**src/rtl/pong_match_ctrl_if.sv**
```systemverilog
// Match-controller bus: frame/score events in, ball control and scoreboard out.
interface pong_match_ctrl_if;
  logic       start;
  logic       tick_60Hz;
  logic       point_p1;
  logic       point_p2;
  logic       ball_run;
  logic       ball_load;
  logic       serve_dir;
  logic [3:0] score1;
  logic [3:0] score2;
  logic       game_over;
  logic       winner;
  logic [2:0] state;

  // Controller side
  modport slave (
    input  start, tick_60Hz, point_p1, point_p2,
    output ball_run, ball_load, serve_dir, score1, score2, game_over, winner, state
  );

  // Driver/observer side
  modport master (
    output start, tick_60Hz, point_p1, point_p2,
    input  ball_run, ball_load, serve_dir, score1, score2, game_over, winner, state
  );
endinterface

```
**src/rtl/pong_match_ctrl.sv**
```systemverilog
// Pong match controller: serve timing, scoring, win detection and restart.
module pong_match_ctrl #(
  parameter int unsigned WIN_SCORE    = 9,
  parameter int unsigned SERVE_FRAMES = 60,
  parameter int unsigned POINT_FRAMES = 120
) (
  input  logic                clk,
  input  logic                reset,
  pong_match_ctrl_if.slave    bus
);

  localparam int unsigned CNT_W   = 10;
  localparam int unsigned SCORE_W = 4;
  localparam int unsigned STATE_W = 3;

  localparam logic [2:0] S_IDLE  = 3'd0;
  localparam logic [2:0] S_SERVE = 3'd1;
  localparam logic [2:0] S_PLAY  = 3'd2;
  localparam logic [2:0] S_POINT = 3'd3;
  localparam logic [2:0] S_OVER  = 3'd4;

  localparam logic [CNT_W-1:0]   SERVE_LAST = CNT_W'(SERVE_FRAMES - 1);
  localparam logic [CNT_W-1:0]   POINT_LAST = CNT_W'(POINT_FRAMES - 1);
  localparam logic [SCORE_W-1:0] WIN_VAL    = SCORE_W'(WIN_SCORE);

  logic [STATE_W-1:0] state_q, state_d;
  logic [CNT_W-1:0]   cnt_q, cnt_d;
  logic [SCORE_W-1:0] score1_q, score1_d;
  logic [SCORE_W-1:0] score2_q, score2_d;
  logic               serve_dir_q, serve_dir_d;
  logic               winner_q, winner_d;
  logic               start_d_q;
  logic               ball_run_q, ball_load_q, game_over_q;
  logic               ball_run_d, ball_load_d, game_over_d;

  logic               start_edge;
  logic [SCORE_W-1:0] score1_inc, score2_inc;

  assign start_edge = bus.start & ~start_d_q;
  assign score1_inc = score1_q + SCORE_W'(1);
  assign score2_inc = score2_q + SCORE_W'(1);

  // Next-state, counter, score and registered-output decode
  always_comb begin
    state_d     = state_q;
    cnt_d       = cnt_q;
    score1_d    = score1_q;
    score2_d    = score2_q;
    serve_dir_d = serve_dir_q;
    winner_d    = winner_q;

    case (state_q)
      S_IDLE: begin
        if (start_edge) begin
          state_d     = S_SERVE;
          serve_dir_d = 1'b0;
        end
      end
      S_SERVE: begin
        if (bus.tick_60Hz) begin
          cnt_d = cnt_q + CNT_W'(1);
          if (cnt_q == SERVE_LAST) state_d = S_PLAY;
        end
      end
      S_PLAY: begin
        // point_p1 has priority when both boundaries fire together
        if (bus.point_p1) begin
          score1_d    = score1_inc;
          serve_dir_d = 1'b0;
          if (score1_inc == WIN_VAL) begin
            state_d  = S_OVER;
            winner_d = 1'b0;
          end else begin
            state_d = S_POINT;
            cnt_d   = '0;
          end
        end else if (bus.point_p2) begin
          score2_d    = score2_inc;
          serve_dir_d = 1'b1;
          if (score2_inc == WIN_VAL) begin
            state_d  = S_OVER;
            winner_d = 1'b1;
          end else begin
            state_d = S_POINT;
            cnt_d   = '0;
          end
        end
      end
      S_POINT: begin
        if (bus.tick_60Hz) begin
          cnt_d = cnt_q + CNT_W'(1);
          if (cnt_q == POINT_LAST) state_d = S_SERVE;
        end
      end
      S_OVER: begin
        if (start_edge) begin
          score1_d    = '0;
          score2_d    = '0;
          winner_d    = 1'b0;
          serve_dir_d = 1'b0;
          state_d     = S_SERVE;
        end
      end
      default: state_d = S_IDLE;
    endcase

    // Every SERVE entry reloads the ball and restarts frame counting
    ball_load_d = (state_d == S_SERVE) && (state_q != S_SERVE);
    if (ball_load_d) cnt_d = '0;

    ball_run_d  = (state_d == S_PLAY);
    game_over_d = (state_d == S_OVER);
  end

  // State and output registers
  always_ff @(posedge clk or posedge reset) begin
    if (reset) begin
      state_q     <= S_IDLE;
      cnt_q       <= '0;
      score1_q    <= '0;
      score2_q    <= '0;
      serve_dir_q <= 1'b0;
      winner_q    <= 1'b0;
      start_d_q   <= 1'b0;
      ball_run_q  <= 1'b0;
      ball_load_q <= 1'b0;
      game_over_q <= 1'b0;
    end else begin
      state_q     <= state_d;
      cnt_q       <= cnt_d;
      score1_q    <= score1_d;
      score2_q    <= score2_d;
      serve_dir_q <= serve_dir_d;
      winner_q    <= winner_d;
      start_d_q   <= bus.start;
      ball_run_q  <= ball_run_d;
      ball_load_q <= ball_load_d;
      game_over_q <= game_over_d;
    end
  end

  assign bus.ball_run  = ball_run_q;
  assign bus.ball_load = ball_load_q;
  assign bus.serve_dir = serve_dir_q;
  assign bus.score1    = score1_q;
  assign bus.score2    = score2_q;
  assign bus.game_over = game_over_q;
  assign bus.winner    = winner_q;
  assign bus.state     = state_q;

endmodule

```
**src/flat_wrapper.sv**
```systemverilog
// flat-port wrapper written by rule: the top's interface ports become plain ports
module pong_match_ctrl_flat 
#(
  parameter int unsigned WIN_SCORE    = 9,
  parameter int unsigned SERVE_FRAMES = 60,
  parameter int unsigned POINT_FRAMES = 120
)
  (clk, reset, bus_start, bus_tick_60Hz, bus_point_p1, bus_point_p2, bus_ball_run, bus_ball_load, bus_serve_dir, bus_score1, bus_score2, bus_game_over, bus_winner, bus_state);
  pong_match_ctrl_if bus_i ();
  input  logic clk;
  input  logic reset;
  input wire logic [$bits(bus_i.start)-1:0] bus_start;
  input wire logic [$bits(bus_i.tick_60Hz)-1:0] bus_tick_60Hz;
  input wire logic [$bits(bus_i.point_p1)-1:0] bus_point_p1;
  input wire logic [$bits(bus_i.point_p2)-1:0] bus_point_p2;
  output wire logic [$bits(bus_i.ball_run)-1:0] bus_ball_run;
  output wire logic [$bits(bus_i.ball_load)-1:0] bus_ball_load;
  output wire logic [$bits(bus_i.serve_dir)-1:0] bus_serve_dir;
  output wire logic [$bits(bus_i.score1)-1:0] bus_score1;
  output wire logic [$bits(bus_i.score2)-1:0] bus_score2;
  output wire logic [$bits(bus_i.game_over)-1:0] bus_game_over;
  output wire logic [$bits(bus_i.winner)-1:0] bus_winner;
  output wire logic [$bits(bus_i.state)-1:0] bus_state;
  assign bus_i.start = bus_start;
  assign bus_i.tick_60Hz = bus_tick_60Hz;
  assign bus_i.point_p1 = bus_point_p1;
  assign bus_i.point_p2 = bus_point_p2;
  assign bus_ball_run = bus_i.ball_run;
  assign bus_ball_load = bus_i.ball_load;
  assign bus_serve_dir = bus_i.serve_dir;
  assign bus_score1 = bus_i.score1;
  assign bus_score2 = bus_i.score2;
  assign bus_game_over = bus_i.game_over;
  assign bus_winner = bus_i.winner;
  assign bus_state = bus_i.state;
  pong_match_ctrl #(.WIN_SCORE(WIN_SCORE), .SERVE_FRAMES(SERVE_FRAMES), .POINT_FRAMES(POINT_FRAMES)) u_core (.clk(clk), .reset(reset), .bus(bus_i));
endmodule
```
**config.mk**
```make
export PLATFORM = sky130hd
export DESIGN_NAME = pong_match_ctrl_flat
export DESIGN_NICKNAME = d
export VERILOG_FILES = /design/src/rtl/pong_match_ctrl_if.sv /design/src/rtl/pong_match_ctrl.sv /design/src/flat_wrapper.sv
export SDC_FILE = /design/constraint.sdc
export NUM_CORES = 1
export LEC_CHECK = 0
export ABC_AREA = 1
export ABC_CLOCK_PERIOD_IN_PS = 2550
export BUFFER_PORTS_ARGS = -buffer_cell sky130_fd_sc_hd__clkbuf_2
export CAP_MARGIN = 15
export CORE_MARGIN = 1.5
export CORE_UTILIZATION = 40
export CTS_CLUSTER_DIAMETER = 40
export DETAILED_ROUTE_END_ITERATION = 10
export PLACE_DENSITY_LB_ADDON = 0.25
export SLEW_MARGIN = 10
export SYNTH_ARGS = -nofsm -noshare
export SYNTH_HDL_FRONTEND = slang
export SYNTH_SLANG_ARGS = --single-unit
```
**constraint.sdc**
```tcl
create_clock -name clk -period 2.55 [get_ports clk]
set_clock_uncertainty 0.2 [all_clocks]
set_input_delay 0.51 -clock clk [delete_from_list [all_inputs] [get_ports clk]]
set_output_delay 0.51 -clock clk [all_outputs]
set_load 0.01 [all_outputs]
```
==> metrics.yaml, run 1 <==
timing.max_slew.rel_slack_pct: 77.24
worstReg2RegStart: "u_core.bus.score1[0]"
criticalPathCategory: "reg2reg"
power_per_cell_area_mw_per_mm2: 539.7
max-clock-path-buffers: 2
final_layout_size_suffix_gt1_share_pct: 28.67
drt_pre_antenna_iters: 4
die_h_um: 70.72
drtAntennaViolNets: 0
groute.usage.overall_pct: 16.20
post-route-min-period_ps: 2170
synth_top_cells_by_area: "dfrtp_1 37%, nand2_1 14%, inv_1 6.1%"
cts_setup_buffers: 0
buffer_ports.inserted: 21
finish.cell_count_without_fillers: 331
rsz0062_at_grt: "no"
synthesis.nets: 266
cts_hold_repair.buffers: 0
cp_data_arrival_time_ps: 2140
fin_setup_tns_ps: 0
tritoncts: "done"
layout.cells.most_common_list: "69 x nand2_1, 30 x inv_1, 27 x dfrtp_1, 24 x nor2_1, 21 x clkbuf_2"
yosys.area.top_type: "dfrtp_1"
rows: 24
cts-root-buf: "clkbuf_8"
synthesis.area_per_instance_um2: 7.193
io_pins: 22
grt_first_pass_wirelength_mm: 6.665
routed-via-count: 1565
share_seq_of_total_power_pct: 48.5
detailedRoute.firstIterationViolations: 78
mostFrequentLayoutCell: "nand2_1"
setup_viol: 0
ctsHtreeMaxLevel: 1
library_cells_used_by_synthesis: 26
drcViolationCount: 0
cts_sinks: 27
r2r-end: "u_core.cnt_q[7]"
vdd.ir_drop.worst_mv: 0.3100
viasPerCell: 4.728
clk_latency_ps: 280
cts-buffers-inserted: 3
tightestPinTransition_ps: 337.1
critical_path_peak_fanout: 11
synth_sequential_area_ratio_pct: 36.83
power.clock.fraction_pct: 21.9
reg2regPathDepth: 11
final_nets: 291
gp_routability_congestion: 0.8385
flow.area_growth_from_synthesis_pct: 10.98
cellInternalPower_w: 0.0007105
initial_utilization_pct: 41.84
synth-warning-count: 0
clk_transition_reported_paths_ps: 100
cp.required_ps: 2520
maxCapViolations: 0
fmax_mhz: 460.8
postSynthRegisterBits: 27
power.switching_fraction_pct: 35.34
die_area_mm2: 0.005001
switchingPower_w: 0.0003883
hpwlAfterDp_mm: 2.774
antenna_found_initial: 0
die_w_um: 70.72
period_share_pct: 85.11
placedCellCount: 327
route.detailed.wl_per_inst_um: 10.55
worst_hold_check_path_type: "in2async"
cells_resized_by_post_cts_repair: 0
worst_reg2reg_setup_slack_ps: 380
status: "finished clean"
hold_viol_final: 0
finalMaxSlewViolations: 0
overflow: 0
endpoint_kind: "register"
cellLeakagePower_nw: 1.104
netlist_instances: 255
worstSetupStartpoint: "u_core.bus.score1[0]"
antenna_cells_inserted: 0
netlist_area_mm2: 0.001834
p_comb_share_pct: 29.6
core_mm2: 0.004384
setup.worst_path.end: "u_core.cnt_q[7]"
post_synth_top_area_share_pct: 36.83
grt_pass1_vias: 1483
grt_start_max_net_pins: 28
start_kind: "register"
drt_wl_total_mm: 3.493
[sequential cells by signal, indices dropped and copies added (netlist names)]
| signal | flops |
|---|---|
| u_core.bus.ball_load | 1 |
| u_core.bus.ball_run | 1 |
| u_core.bus.game_over | 1 |
| u_core.bus.score1 | 4 |
| u_core.bus.score2 | 4 |
| u_core.bus.serve_dir | 1 |
| u_core.bus.state | 3 |
| u_core.bus.winner | 1 |
| u_core.cnt_q | 10 |
| u_core.start_d_q | 1 |
[Yosys cell counts]
cell and n:
nand2_1 69, inv_1 30, dfrtp_1 27, nor2_1 24, inv_2 19, nand3_1 16
nand2_2 12, o21ai_0 12, nor2_2 6, o21ai_2 6, ha_1 5, nand4_1 5
a21oi_1 4, nand3_2 3, buf_6 2, nand3_4 2, nand3b_1 2, nor2_4 2
o311ai_0 2, a21oi_2 1, a21oi_4 1, nand2_4 1, o21ai_1 1, o31ai_1 1
or2_2 1, xor2_1 1
[worst min path at each step]
stage	from	endpoint	slack, ps	depth (start not counted)
after floorplan	u_core.bus.serve_dir	u_core.bus.serve_dir	300	2
after global routing	reset	u_core.cnt_q[0]	100	3
final	reset	u_core.cnt_q[0]	50	3
after global placement	u_core.bus.serve_dir	u_core.bus.serve_dir	270	2
after CTS	reset	u_core.cnt_q[0]	60	3
after detailed placement	u_core.bus.serve_dir	u_core.bus.serve_dir	260	2
[final cells by class]
cell class | instances | area, µm²
clock buffer | 3 | 41.29
clock inverter | 1 | 5.005
inverter | 49 | 183.9
sequential | 27 | 675.6
fill | 462 | 2349
multi-input combinational | 177 | 952.2
timing repair buffer | 22 | 112.6
tap | 52 | 65.06
[cells by family (layout without fill, tap and decap cells)]
logic type / count (synthesis) / in the layout / synth area share (%)
AO/OA/AOI/OAI: 28 / 28 / 10.23
adder cells (fa/ha/maj): 5 / 5 / 3.411
XOR/XNOR: 1 / 1 / 0.4776
flip-flops: 27 / 27 / 36.84
AND/OR/NAND/NOR: 143 / 143 / 37.79
buffers and inverters: 51 / 75 / 11.26
[critical path, stage by stage (launching register included)]
cell and delay [ps]:
dfrtp_1 430, ha_1 230, nand2_1 60, nand2_1 80
nor2_2 150, nand2_1 90, nand2_2 90, nand2_2 50
nor2_2 150, nand3_2 310, nand2_2 170, inv_2 30
[per-stage QoR]
stage | setup slack (ps) | instance area [µm²] | utilization [%] | hold WS (ps) | total power, W
2_1_floorplan | 650.8 | 1834 | - | 304.3 | 0.0008155
3_3_place_gp | 385.4 | 1989 | 45.38 | 266.1 | 0.0008649
3_5_place_dp | 369.8 | 1989 | 45.38 | 262.5 | 0.0008692
4_1_cts | 337.1 | 2036 | 46.43 | 63.09 | 0.001120
5_1_grt | 125.7 | 2036 | 46.43 | 101.1 | 0.001203
6_report | 379.7 | 2036 | 46.43 | 50.52 | 0.001099
[power by group through the flow]
stage,Combinational [W],Sequential [W],Clock (W)
after CTS,0.000331,0.000533,0.000257
final,0.000325,0.000533,0.000240
after global routing,0.000382,0.000545,0.000275
after detailed placement,0.000329,0.000541,0
after global placement,0.000326,0.000539,0
after floorplan,0.000289,0.000527,0
[metal layers]
layer  track usage, %  vias up  wire length, µm
li1                 -      841                -
met1            22.86      696             1774
met2            25.96       23             1557
met3            3.419        5              132
met4            3.145        0               29
met5                0        -                0
Note: power is estimated with default switching activity, not from simulation.
==> inputs of run 2 (changes only) <==
--- a/config.mk
+++ b/config.mk
@@ -14,6 +14,7 @@
 export CTS_CLUSTER_DIAMETER = 40
 export DETAILED_ROUTE_END_ITERATION = 10
 export PLACE_DENSITY_LB_ADDON = 0.25
+export REMOVE_ABC_BUFFERS = 1
 export SLEW_MARGIN = 10
 export SYNTH_ARGS = -nofsm -noshare
 export SYNTH_HDL_FRONTEND = slang
==> run 2 against run 1 <==
  * Final cell count unchanged
  * Largest power group unchanged
  * Critical path depth unchanged
  * Non-clock buffer count unchanged
  * Global-route usage down 0.26 points
  * First-iteration DRC count down 5.1%
  * Count of clock-buffer cells in the layout unchanged
  * Die area unchanged
  * Power up 1.2%
  * Worst hold slack better by 8.2 ps
==> metrics.yaml, run 2 (same netlist as run 1, synthesis figures left out) <==
cellLeakagePower_nw: 1.104  # unchanged
cts-root-buf: "clkbuf_8"
fmax_mhz: 454.3  # -1.4%
final_layout_size_suffix_gt1_share_pct: 28.67  # unchanged
clk_transition_reported_paths_ps: 100  # about the same
layout.cells.most_common_list: "69 x nand2_1, 30 x inv_1, 27 x dfrtp_1, 24 x nor2_1, 21 x clkbuf_2"
cp.required_ps: 2520  # about the same
final_nets: 291  # unchanged
finalMaxSlewViolations: 0  # unchanged
drcViolationCount: 0  # unchanged
share_seq_of_total_power_pct: 47.8  # -0.7 points
grt_first_pass_wirelength_mm: 6.575  # -1.4%
buffer_ports.inserted: 21  # unchanged
routed-via-count: 1577  # +0.77%
cp_data_arrival_time_ps: 2170  # +30 ps
critical_path.top_delay_family: "simple AND/OR/NAND/NOR gates"
cell_seen_most_often_among_critical_path_stages: "nand2_1"
die_w_um: 70.72  # unchanged
p_comb_share_pct: 30.1  # +0.5 points
switchingPower_w: 0.0004014  # +3.4%
initial_utilization_pct: 41.84  # unchanged
io_pins: 22  # unchanged
grt_pass1_vias: 1525  # +2.8%
number_of_flip_flops_under_the_largest_register_name: 10  # unchanged
fin_setup_tns_ps: 0  # unchanged
number_of_stages_on_the_worst_setup_path: 11  # unchanged
criticalPathCategory: "reg2reg"
mostFrequentLayoutCell: "nand2_1"
status: "finished clean"
worstReg2RegStart: "u_core.bus.score2[0]"
path_cells: "ha_1 -> nand2_1 -> nand2_1 -> nor2_2 -> nand2_2 -> nand2_1 -> nand2_2 -> nor2_2 -> nand3_2 -> nand2_1 -> inv_1"
setup.worst_path.end: "u_core.cnt_q[0]"
fillerInstances: 447  # -3.2%
pre_cts_slack_ps: 373.3  # +3.467 ps
critical_path_slowest_stage_cell: "dfrtp_1"
power.switching_fraction_pct: 36.08  # +0.74 points
maxCapViolations: 0  # unchanged
power_per_cell_area_mw_per_mm2: 546.5  # +1.2%
setup_ws_ps: 348.7  # -31.05 ps
reg2regPathDepth: 11  # unchanged
rows: 24  # unchanged
antenna_found_initial: 0  # unchanged
cells_resized_by_post_cts_repair: 0  # unchanged
worstSetupStartpoint: "u_core.bus.score2[0]"
max-clock-path-buffers: 2  # unchanged
period_share_pct: 86.33  # +1.2 points
cellInternalPower_w: 0.0007111  # about the same
die_area_mm2: 0.005001  # unchanged
overflow: 0  # unchanged
slowest_delay_ps: 450  # +20 ps
cts_setup_buffers: 0  # unchanged
hpwlAfterDp_mm: 2.953  # +6.5%
groute.usage.overall_pct: 15.94  # -0.26 points
cts_hold_repair.buffers: 0  # unchanged
power.clock.fraction_pct: 22.0  # about the same
detailedRoute.firstIterationViolations: 74  # -5.1%
worst_hold_check_path_type: "in2async"
vdd.ir_drop.worst_mv: 0.2614  # -16%
start_kind: "register"
viasPerCell: 4.764  # +0.77%
post-route-min-period_ps: 2201  # +31.05 ps
antenna_cells_inserted: 0  # unchanged
worst_reg2reg_setup_slack_ps: 350  # -30 ps
timing.max_slew.rel_slack_pct: 76.70  # -0.54 points
tightestPinTransition_ps: 349.4  # +12.31 ps
drtAntennaViolNets: 0  # unchanged
cts-buffers-inserted: 3  # unchanged
cts_sinks: 27  # unchanged
gp_routability_congestion: 0.8961  # +6.9%
ctsHtreeMaxLevel: 1  # unchanged
setup_viol: 0  # unchanged
hold_viol_final: 0  # unchanged
clk_latency_ps: 280  # about the same
critical_path_peak_fanout: 11  # unchanged
cp_num_buf_inv: 1  # unchanged
die_h_um: 70.72  # unchanged
grt_start_max_net_pins: 28  # unchanged
r2r-end: "u_core.cnt_q[0]"
endpoint_kind: "register"
drt_pre_antenna_iters: 4  # unchanged
rsz0062_at_grt: "no"
flow.area_growth_from_synthesis_pct: 10.98  # unchanged
route.detailed.wl_per_inst_um: 11.31  # +7.2%
registers.top_by_ff_count: "u_core.cnt_q"
core_mm2: 0.004384  # unchanged
tritoncts: "done"
drt_wl_total_mm: 3.743  # +7.2%
==> run 2: stage by stage <==
step	power [W]	instances	hold WS [ps]	util [%]	area, µm²
2_1_floorplan	0.0008064	253	304.3	-	1812
3_3_place_gp	0.0008755	327	265.2	45.38	1989
3_5_place_dp	0.0008790	327	286.6	45.38	1989
4_1_cts	0.001125	331	77.07	46.43	2036
5_1_grt	0.001207	331	107.5	46.43	2036
6_report	0.001112	331	58.68	46.43	2036
==> run 2: power groups by stage <==
stage	clock network [W]	registers (W)	logic, W
2_1_floorplan	0	0.000527	0.000280
3_3_place_gp	0	0.000541	0.000335
3_5_place_dp	0	0.000541	0.000338
4_1_cts	0.000252	0.000533	0.000340
5_1_grt	0.000271	0.000541	0.000395
6_report	0.000245	0.000532	0.000335
==> run 2: layout make-up <==
type	count	area, µm²	area share (%)
Timing Repair Buffer	22	112.6	5.532
Multi-Input combinational cell	177	952.2	46.77
Inverter	49	183.9	9.035
Clock buffer	3	41.29	2.028
Clock inverter	1	5.005	0.2459
Sequential cell	27	675.6	33.19
Tap cell	52	65.06	3.196
==> run 2: worst min-delay path, cell delays in order <==
cell	delay (ps)
clkbuf_2	80
inv_1	40
buf_4	320
==> run 2: worst min-delay path by stage <==
| stage | startpoint | to | cells past startpoint |
|---|---|---|---|
| detailed placement | u_core.bus.serve_dir | u_core.bus.serve_dir | 2 |
| CTS | reset | u_core.bus.score2[1] | 3 |
| floorplan | u_core.bus.serve_dir | u_core.bus.serve_dir | 2 |
| global placement | u_core.bus.serve_dir | u_core.bus.serve_dir | 2 |
| finish | reset | u_core.bus.score2[1] | 3 |
| global route | reset | u_core.bus.score2[1] | 3 |
==> run 2: per-layer routing <==
| layer | wire, µm | global-route usage, % |
|---|---|---|
| met5 | 0 | 0 |
| met4 | 44 | 5.660 |
| met3 | 161 | 2.137 |
| met2 | 1666 | 24.71 |
| met1 | 1871 | 22.94 |
==> inputs of run 3 (changes only) <==
--- a/config.mk
+++ b/config.mk
@@ -9,8 +9,10 @@
 export ABC_CLOCK_PERIOD_IN_PS = 2550
 export BUFFER_PORTS_ARGS = -buffer_cell sky130_fd_sc_hd__clkbuf_2
 export CAP_MARGIN = 15
+export CELL_PAD_IN_SITES_DETAIL_PLACEMENT = 0
+export CELL_PAD_IN_SITES_GLOBAL_PLACEMENT = 2
 export CORE_MARGIN = 1.5
-export CORE_UTILIZATION = 40
+export CORE_UTILIZATION = 33
 export CTS_CLUSTER_DIAMETER = 40
 export DETAILED_ROUTE_END_ITERATION = 10
 export PLACE_DENSITY_LB_ADDON = 0.25
==> run 3 against run 2 <==
  * Power rose by 1.5%
  * Sequential power about the same
  * Critical path depth stayed put
  * Sequential cell count unchanged
  * Final area is 1.5% higher
  * Count of clock-buffer cells in the layout stayed put
  * Critical path type unchanged
  * Largest power group unchanged
  * Highest routed layer unchanged
==> metrics.yaml, run 3 (same netlist as run 1, synthesis figures left out) <==
start_kind: "register"
cts-buffers-inserted: 3  # unchanged
period_share_pct: 87.20  # +0.87 points
cts_setup_buffers: 0  # unchanged
gp_routability_congestion: 0.7883  # -12%
power.clock.fraction_pct: 22.7  # +0.7 points
detailed_place.area_mm2: 0.002019  # +1.5%
routed-via-count: 1595  # +1.1%
layout.cells.most_common_list: "69 x nand2_1, 30 x inv_1, 27 x dfrtp_1, 24 x nor2_1, 21 x clkbuf_2"
mostFrequentLayoutCell: "nand2_1"
final_layout_size_suffix_gt1_share_pct: 28.93  # +0.25 points
rsz0062_at_grt: "no"
grt_start_max_net_pins: 28  # unchanged
buffer_ports.inserted: 21  # unchanged
post-route-min-period_ps: 2224  # +22.28 ps
grt_first_pass_wirelength_mm: 7.217  # +9.8%
ctsHtreeMaxLevel: 1  # unchanged
core_mm2: 0.005238  # +19%
critical_path_peak_fanout: 11  # unchanged
cellLeakagePower_nw: 1.108  # +0.38%
cts_sinks: 27  # unchanged
endpoint_kind: "register"
worst_hold_check_path_type: "in2async"
drt_wl_total_mm: 3.891  # +4.0%
final_nets: 292  # +0.34%
die_h_um: 77.56  # +9.7%
vdd.ir_drop.worst_mv: 0.1973  # -25%
timing.max_slew.rel_slack_pct: 74.03  # -2.7 points
rows: 26  # +8.3%
cp.required_ps: 2530  # about the same
drtAntennaViolNets: 0  # unchanged
initial_utilization_pct: 35.02  # -6.8 points
finalInstanceArea_mm2: 0.002066  # +1.5%
viasPerCell: 4.557  # -4.3%
status: "finished clean"
detailedRoute.firstIterationViolations: 68  # -8.1%
tritoncts: "done"
power_per_cell_area_mw_per_mm2: 546.7  # about the same
finalMaxSlewViolations: 0  # unchanged
cp_data_arrival_time_ps: 2200  # +30 ps
p_comb_share_pct: 30.0  # about the same
clk_transition_reported_paths_ps: 100  # about the same
reg2regPathDepth: 11  # unchanged
share_seq_of_total_power_pct: 47.3  # -0.5 points
maxCapViolations: 0  # unchanged
drt_pre_antenna_iters: 4  # unchanged
grt_pass1_vias: 1587  # +4.1%
die_w_um: 77.56  # +9.7%
final_util_pct: 39.44  # -7.0 points
io_pins: 22  # unchanged
placedCellCount: 346  # +5.8%
antenna_cells_inserted: 0  # unchanged
clk_latency_ps: 280  # about the same
route.detailed.wl_per_inst_um: 11.12  # -1.7%
number_of_flip_flops_under_the_largest_register_name: 10  # unchanged
setup_viol: 0  # unchanged
registers.top_by_ff_count: "u_core.cnt_q"
cts_hold_repair.buffers: 0  # unchanged
switchingPower_w: 0.0004160  # +3.6%
cellInternalPower_w: 0.0007133  # +0.31%
finish.cell_count_without_fillers: 350  # +5.7%
max-clock-path-buffers: 2  # unchanged
cts-root-buf: "clkbuf_8"
hpwlAfterDp_mm: 3.060  # +3.6%
fin_setup_tns_ps: 0  # unchanged
groute.usage.overall_pct: 14.74  # -1.2 points
power.switching_fraction_pct: 36.84  # +0.76 points
antenna_found_initial: 0  # unchanged
hold_viol_final: 0  # unchanged
flow.area_growth_from_synthesis_pct: 12.62
overflow: 0  # unchanged
die_area_mm2: 0.006015  # +20%
drcViolationCount: 0  # unchanged
cells_resized_by_post_cts_repair: 0  # unchanged
criticalPathCategory: "reg2reg"
fmax_mhz: 449.7  # -1.0%
tightestPinTransition_ps: 384.7  # +35.23 ps
-- run 3: cell count changes in the layout (fill, tap and decap cells not counted) --
cell / previous run / this run
buf_4: 1 / 2
-- run 3: power by group through the flow --
stage                     combinational [W]  sequential, W  clock (W)
after floorplan                    0.000280       0.000527          0
after global placement             0.000344       0.000543          0
after detailed placement           0.000342       0.000542          0
after CTS                          0.000344       0.000534   0.000263
after global routing               0.000391       0.000544   0.000282
final                              0.000339       0.000534   0.000256
-- run 3: layout make-up --
| class | instances | area [µm²] |
|---|---|---|
| clock buffers | 3 | 41.29 |
| clock inverters | 1 | 5.005 |
| fillers | 566 | 3172 |
| inverters | 49 | 183.9 |
| multi-input cells | 177 | 952.2 |
| flip-flops and latches | 27 | 675.6 |
| well taps | 70 | 87.58 |
| repair buffers | 23 | 120.1 |
-- run 3: metal layers --
| layer | up-vias | GRT usage, % | part of all wire (%) |
|---|---|---|---|
| met2 | 24 | 22.46 | 44 |
| met4 | 0 | 5.091 | 1.2 |
| met1 | 721 | 21.65 | 53 |
| met5 | - | 0 | 0 |
| met3 | 4 | 1.412 | 1.9 |
| li1 | 846 | - | - |
-- run 3: path summary, 6_finish.rpt --
path,from,endpoint,slack (ps)
max,u_core.bus.score2[0],u_core.cnt_q[0],330
max reg2reg,u_core.bus.score2[0],u_core.cnt_q[0],330
min reg2reg,u_core.bus.serve_dir,u_core.bus.serve_dir,280
min in group clk,bus_start,u_core.start_d_q,140
max in group asynchronous,reset,u_core.cnt_q[2],1820
min,reset,u_core.bus.score2[0],60
-- run 3: stage by stage --
| step | hold slack [ps] | power, W | setup slack, ps |
|---|---|---|---|
| floorplan | 304.3 | 0.0008064 | 542.6 |
| global placement | 262.4 | 0.0008878 | 352.8 |
| detailed placement | 261.6 | 0.0008840 | 322.3 |
| CTS | 67.29 | 0.001141 | 291.5 |
| global route | 110.6 | 0.001217 | 77.02 |
| finish | 55.76 | 0.001129 | 326.4 |
-- run 3: worst max-delay path, stage by stage, from the launching register on --
cell,delay [ps]
dfrtp_1,460
ha_1,240
nand2_1,60
nand2_1,70
nor2_2,130
nand2_2,110
nand2_1,90
nand2_2,60
nor2_2,160
nand3_2,320
nand2_1,170
inv_1,50
